===== config.mk =====
export PLATFORM = sky130hd
export DESIGN_NAME = psk_symbol_modulator
export DESIGN_NICKNAME = d
export VERILOG_FILES = /design/src/rtl/psk_symbol_modulator.sv
export SDC_FILE = /design/constraint.sdc
export NUM_CORES = 1
export LEC_CHECK = 0
export ABC_CLOCK_PERIOD_IN_PS = 5400
export CORE_ASPECT_RATIO = 1.25
export CORE_MARGIN = 4
export CORE_UTILIZATION = 50
export CTS_BUF_LIST = sky130_fd_sc_hd__clkbuf_4 sky130_fd_sc_hd__clkbuf_8
export DETAILED_ROUTE_END_ITERATION = 6
export GPL_ROUTABILITY_DRIVEN = 0
export PLACE_DENSITY = 0.87
export SYNTH_ARGS = -nofsm -noshare
export SYNTH_HDL_FRONTEND = slang
export SYNTH_SLANG_ARGS = --single-unit

===== constraint.sdc =====
create_clock -name clk -period 5.4 [get_ports clk]
set_clock_uncertainty 0.1 [all_clocks]
set_input_delay 0.81 -clock clk [delete_from_list [all_inputs] [get_ports clk]]
set_output_delay 0.81 -clock clk [all_outputs]
set_load 0.01 [all_outputs]

===== src/rtl/psk_symbol_modulator.sv =====
`default_nettype none
// ============================================================================
// Module      : psk_symbol_modulator
// Description : BPSK/QPSK symbol mapper with rectangular SPS-sample hold,
//               alternating preamble and zero tail symbol per frame.
// Revision    : 1.0 - initial release
// ============================================================================
module psk_symbol_modulator #(
    parameter int WIDTH        = 16,
    parameter int SPS          = 32,
    parameter int AMPLITUDE    = 8192,
    parameter int PREAMBLE_LEN = 16
) (
    input  logic                    clk,
    input  logic                    rst,
    input  logic                    start,
    input  logic                    is_bpsk,
    input  logic [1:0]              data_bits,
    input  logic                    data_valid,
    input  logic                    data_last,
    output logic                    data_ready,
    output logic signed [WIDTH-1:0] I,
    output logic signed [WIDTH-1:0] Q,
    output logic                    sym_strobe,
    output logic                    underrun,
    output logic                    busy
);

    localparam int CNT_W = $clog2(SPS);
    localparam int PRE_W = (PREAMBLE_LEN > 1) ? $clog2(PREAMBLE_LEN) : 1;
    localparam logic [CNT_W-1:0]        c_CNT_LAST = CNT_W'(SPS - 1);
    localparam logic [PRE_W-1:0]        c_PRE_LAST = PRE_W'(PREAMBLE_LEN - 1);
    localparam logic signed [WIDTH-1:0] c_POS      = WIDTH'(AMPLITUDE);
    localparam logic signed [WIDTH-1:0] c_NEG      = -c_POS;

    typedef enum logic [2:0] {
        S_IDLE = 3'd0,
        S_PRE  = 3'd1,
        S_DATA = 3'd2,
        S_LAST = 3'd3,
        S_TAIL = 3'd4
    } state_t;

    state_t                    r_state, w_state_nxt;
    logic [CNT_W-1:0]          r_cnt, w_cnt_nxt;
    logic [PRE_W-1:0]          r_pre_idx, w_pre_nxt;
    logic                      r_bpsk, w_bpsk_nxt;
    logic signed [WIDTH-1:0]   r_i, w_i_nxt;
    logic signed [WIDTH-1:0]   r_q, w_q_nxt;
    logic                      r_strobe, w_strobe_nxt;
    logic                      r_underrun, w_underrun_nxt;

    logic                      w_boundary;
    logic                      w_last_pre;
    logic signed [WIDTH-1:0]   w_map_i;
    logic signed [WIDTH-1:0]   w_map_q;
    logic signed [WIDTH-1:0]   w_pre_lvl;

    assign w_boundary = (r_cnt == c_CNT_LAST);
    assign w_last_pre = (r_pre_idx == c_PRE_LAST);
    assign data_ready = w_boundary &&
                        ((r_state == S_DATA) || ((r_state == S_PRE) && w_last_pre));
    assign busy       = (r_state != S_IDLE);

    // Bit 0 maps to +A, bit 1 to -A, matching the receiver's sign-bit slicer.
    assign w_map_i   = (r_bpsk ? data_bits[0] : data_bits[1]) ? c_NEG : c_POS;
    assign w_map_q   = r_bpsk ? '0 : (data_bits[0] ? c_NEG : c_POS);
    // Level of the NEXT preamble symbol: even index +A, odd index -A.
    assign w_pre_lvl = r_pre_idx[0] ? c_POS : c_NEG;

    always_comb begin
        w_state_nxt    = r_state;
        w_cnt_nxt      = r_cnt + 1'b1;
        w_pre_nxt      = r_pre_idx;
        w_bpsk_nxt     = r_bpsk;
        w_i_nxt        = r_i;
        w_q_nxt        = r_q;
        w_strobe_nxt   = 1'b0;
        w_underrun_nxt = 1'b0;

        if (r_state == S_IDLE) begin
            w_cnt_nxt = '0;
            w_i_nxt   = '0;
            w_q_nxt   = '0;
            if (start) begin
                w_state_nxt  = S_PRE;
                w_pre_nxt    = '0;
                w_bpsk_nxt   = is_bpsk;
                w_i_nxt      = c_POS;
                w_q_nxt      = is_bpsk ? '0 : c_POS;
                w_strobe_nxt = 1'b1;
            end
        end else if (w_boundary) begin
            w_cnt_nxt    = '0;
            w_strobe_nxt = 1'b1;
            if (data_ready) begin
                if (data_valid) begin
                    w_i_nxt     = w_map_i;
                    w_q_nxt     = w_map_q;
                    w_state_nxt = data_last ? S_LAST : S_DATA;
                end else begin
                    // Starved boundary: emit a zero symbol and stay in DATA.
                    w_i_nxt        = '0;
                    w_q_nxt        = '0;
                    w_underrun_nxt = 1'b1;
                    w_state_nxt    = S_DATA;
                end
            end else begin
                case (r_state)
                    S_PRE: begin
                        w_pre_nxt = r_pre_idx + 1'b1;
                        w_i_nxt   = w_pre_lvl;
                        w_q_nxt   = r_bpsk ? '0 : w_pre_lvl;
                    end
                    S_LAST: begin
                        w_state_nxt = S_TAIL;
                        w_i_nxt     = '0;
                        w_q_nxt     = '0;
                    end
                    S_TAIL: begin
                        w_state_nxt  = S_IDLE;
                        w_i_nxt      = '0;
                        w_q_nxt      = '0;
                        w_strobe_nxt = 1'b0;
                    end
                    default: ;
                endcase
            end
        end
    end

    always_ff @(posedge clk or posedge rst) begin
        if (rst) begin
            r_state    <= S_IDLE;
            r_cnt      <= '0;
            r_pre_idx  <= '0;
            r_bpsk     <= 1'b1;
            r_i        <= '0;
            r_q        <= '0;
            r_strobe   <= 1'b0;
            r_underrun <= 1'b0;
        end else begin
            r_state    <= w_state_nxt;
            r_cnt      <= w_cnt_nxt;
            r_pre_idx  <= w_pre_nxt;
            r_bpsk     <= w_bpsk_nxt;
            r_i        <= w_i_nxt;
            r_q        <= w_q_nxt;
            r_strobe   <= w_strobe_nxt;
            r_underrun <= w_underrun_nxt;
        end
    end

    assign I          = r_i;
    assign Q          = r_q;
    assign sym_strobe = r_strobe;
    assign underrun   = r_underrun;

endmodule
`default_nettype wire


# [After elaboration in Yosys (flattened, before gate mapping)]
# Index checks and enable logic that the tools add are counted.
[totals] register_bits=47 inputBits=8 output_inout_bits=36 elab_cells=74
[classes] add_sub_neg=2 n_eq_ne=8 n_mux=42 reduce_logical=14
[ops] operator="$mux 16" n=13
[ops] operator="$pmux 16 s2" n=2
[ops] operator="$mux 14" n=3
[ops] operator="$mux 4" n=5
[ops] operator="$mux 1" n=12
[ops] operator="$mux 3" n=4
[ops] operator="$mux 5" n=2
[ops] operator="$reduce_bool 4->1" n=2
[ops] operator="$eq 3x2->1 const B" n=2
[ops] operator="$pmux 3 s2" n=1
[ops] operator="$add 5x1->5 const B" n=1
[ops] operator="$eq 5x5->1 const B" n=1
[ops] operator="$add 4x1->4 const B" n=1
[ops] operator="$eq 4x4->1 const B" n=1
[ops] operator="$reduce_and 2->1" n=2
[ops] operator="$reduce_and 4->1" n=1
[ops] operator="$reduce_bool 2->1" n=2
[ops] operator="$eq 3x1->1 const B" n=1
[ops] operator="$eq 3x3->1 const B" n=1
[ops] operator="$logic_not 3->1" n=1
[ops] operator="$reduce_and 3->1" n=1
[ops] operator="$reduce_bool 3->1" n=1
[ops] operator="$logic_and 1x1->1" n=2
[ops] operator="$ne 2x1->1 const B" n=1
[ops] operator="other kinds (3)" n=3

# [Longest topological paths before layout]
[logic_depth] depth_word=7 ltp_mapped=8 ltp_nobuf=7

# [Worst setup path after synthesis]
# OpenSTA, ideal clock, no wires.
[synth_path] path_kind="reg-to-output" start="register r_cnt[0]" end="output port data_ready" arrival_ns=1.322 required_ns=4.490 setup_slack_ns=3.168 stages_incl_launch_ff=6 n_path_buf=0 cell_sequence="dfrtp_1 -> ha_1 -> and3_1 -> ha_1 -> or2b_1 -> nor2_2"
[synth_via] elab_chain_len=2
[synth_lines] element="start, declared" line_no="45" rtl="logic [CNT_W-1:0] r_cnt, w_cnt_nxt;"
[synth_lines] element="start signal, assigned" line_no="144" rtl="r_cnt <= w_cnt_nxt;"
[synth_lines] element="$eq 5x5->1" line_no="59" rtl="assign w_boundary = (r_cnt == c_CNT_LAST);"
[synth_lines] element="$logic_and 1x1->1" line_no="61" rtl="assign data_ready = w_boundary &&"
[synth_lines] element="end, declared" line_no="21" rtl="output logic data_ready,"
# Every way passes these cells.

# [Worst setup path after layout]
# Ends and elaborated chain as after synthesis.

==> results.toml <==
[logic_synthesis]
muxShareOfSynthArea = 0.0414
synth_seq_area_share = 0.367
yosys.area_share.adder = 0.0375
ys_ff_latch = 19
synth_edf_count = 0
syn_avg_cell_area_sq_um = 9.63
synth_common_cells = "buf_4, dfrtp_1, nor2_1"
synth_top_family_by_area = "buffers and inverters"
synth_compound_area_frac = 0.132
yosys-top-cells-area = "dfrtp_1, buf_4, ha_1"
syn_area_sq_um = 1300
synth.distinct_cells = 49
yosysTopAreaCell = "dfrtp_1"
synthesis.instances = 135
synth_simple_gate_area_frac = 0.198
synth_ff_type = "dfrtp_1"
synth_xor_area_frac = 0.0135
synth_most_common_cell = "buf_4"
ys_warn_count = 0
yosysTopAreaCellShare = 0.346
synthArstFlopShare = 1.00

[global_route]
use_met2 = 0.265
top_usage_layer = "met2"
grtUsageMet1 = 0.186
grt_pass1_vias = 872
grt_pass1_wl_um = 4060
grt_use_total = 0.156
antenna_found_initial = 0
grt.overflow.total = 0
grt_max_degree = 20
use_met3 = 0.0299

[clock_tree]
numCtsBuffers = 3
clk_pin_slew_worst_paths_ps = 110
root_buffer = "clkbuf_4"
cts_tree = "built"
clock_sinks = 19
clock_tree.buffer_depth = 2
htree_levels = 1
cts_hold_buf = 0
clkLatencyLatePin_ps = 300
postCtsSetupRepairBufs = 0
cts_resized = 0

[pwr]
powerDensity_nw_per_um2 = 314
ir_worst_vdd_mv = 0.171
p_leak_uw = 0.000596

[timing]
worst_hold_slack_ps = 375
fin_ws_ps = 2000
max_freq_ghz = 0.294
period_needed_ps = 3400
rsz0062_at_grt = "no"
tightest_slew_ps = 701
setup_violations = 0
relSlewSlack = 0.532
hold_viol = 0
fin_crit_sh = 0.629
slew_viol_final = 0
final.setup.tns_ps = 0

[finish]
synthToLayoutAreaGrowth_pct = 6.83
fin_cells = 181
nets = 160
fin_area_sq_um = 1390
drive_gt1_frac = 0.122
antennaDiodeCount = 0

[placement]
dp_hpwl_um = 1900
dp_cells = 177
port_buffers = 17
place_ws_ps = 2340
dpl_cell_area_sq_um = 1360

[routing]
num_vias = 933
antenna_left = 0
drt-pass1-iter-count = 4
wire_per_inst_um = 13.8
drtIter0Drc = 18
viasPerCell = 5.15
drc = 0
wirelength_um = 2500

[critical_path]
r2r_start = "r_cnt[0]$_DFF_PP0_"
crit_path_max_fanout = 13
worst_path_max_delay_cell = "clkdlybuf4s50_1"
critPathMaxStageDelay_ps = 540
crit_end = "data_ready"
cp-startpoint = "r_cnt[0]$_DFF_PP0_"
crit_top_cell = "ha_1"
required_ps = 4490
rrSetupSlack_ps = 3020
r2r_end = "Q[13]$_DFFE_PP0P_"
cp-start-kind = "flop"
cp-end-kind = "output pin"
crit_chain = "ha_1, and3_1, ha_1, or2b_1, nor2_2, clkdlybuf4s50_1"
arrival_ps = 2490
crit_type = "flop to output pin"
rr_worst_depth = 7

[floorplan]
floorplan.initialDensity = 0.530
rows = 20
dieArea_sq_um = 3480
fp.coreArea_sq_um = 2450
pin_count = 44
die_w_um = 53.6
die_h_um = 65.0

[run]
cap_violations = 0

[min_path]
hold_class = "flop to flop"

[run_status]
status = "finished, final reports clean"
cell type report:
cell class / instances / area (sq um)
clock buffer: 3 / 22.5
clock inverter: 1 / 5.00
fill: 228 / 1060
inverter: 7 / 26.3
multi-input combinational: 101 / 647
sequential: 19 / 477
tap: 33 / 41.3
timing repair buffer: 17 / 170
sequential cells by signal (all words and copies together), names as in the netlist:
name        flops
I               2
r_bpsk          1
underrun        1
r_pre_idx       4
r_state         3
r_cnt           5
Q               2
sym_strobe      1
cell families (layout without fill, tap and decap cells):
logic type                 after synthesis  count (layout)
buffers and inverters                   40              28
AOI/OAI and AO/OA                       23              23
adders and majority gates                4               4
muxes                                    5               5
xor gates and xnor gates                 2               2
and+or+nand+nor                         41              41
DFF                                     19              19
other                                    1              26
power by group:
part           switching (uW)  internal [uW]
combinational            67.8           76.9
clock                    45.7           27.6
sequential               34.7            183
how the worst min path moves through the flow:
stage	startpoint	endpoint	slack [ps]	cells past startpoint
global placement	r_cnt[0]$_DFF_PP0_	r_cnt[0]$_DFF_PP0_	350	1
global route	r_cnt[0]$_DFF_PP0_	r_cnt[0]$_DFF_PP0_	430	1
floorplan	r_cnt[0]$_DFF_PP0_	r_cnt[0]$_DFF_PP0_	340	1
detailed placement	r_cnt[0]$_DFF_PP0_	r_cnt[0]$_DFF_PP0_	360	1
finish	r_cnt[0]$_DFF_PP0_	r_cnt[0]$_DFF_PP0_	370	1
CTS	r_cnt[0]$_DFF_PP0_	r_cnt[0]$_DFF_PP0_	380	1
metrics by stage:
step | utilization | power [uW]
after floorplan | - | 325
after detailed placement | 0.555 | 365
final | 0.566 | 436
after global routing | 0.566 | 468
after global placement | 0.555 | 353
after CTS | 0.566 | 440
worst max-delay path: cells and delay by family, from the launching register on:
family	cells	cell delay (ps)
and+or+nand+nor	3	680
DFF	1	390
buffers and inverters	1	540
adders and majority gates	2	580
metal layers:
| layer | wire (um) | share of wire |
|---|---|---|
| met1 | 968 | 0.39 |
| met2 | 1350 | 0.54 |
| met3 | 123 | 0.049 |
| met4 | 61 | 0.024 |
| met5 | 0 | 0 |
layout by cell type, fill, tap and decap left out, types with 2 or more instances in the layout:
cell type        instances
dfrtp_1                 18
nor3_1                   6
o21ai_0                  5
nor2b_1                  3
o22a_1                   2
nand3_1                  2
a211oi_2                 2
conb_1                  26
inv_1                    7
clkdlybuf4s50_1         17
clkbuf_4                 3
mux2i_1                  2
nor2_1                   8
a21oi_1                  2
nand2_1                  5
o21ai_1                  3
mux2_2                   2
ha_1                     3
nand2b_1                 2
Power figures use the tool's default switching activity.
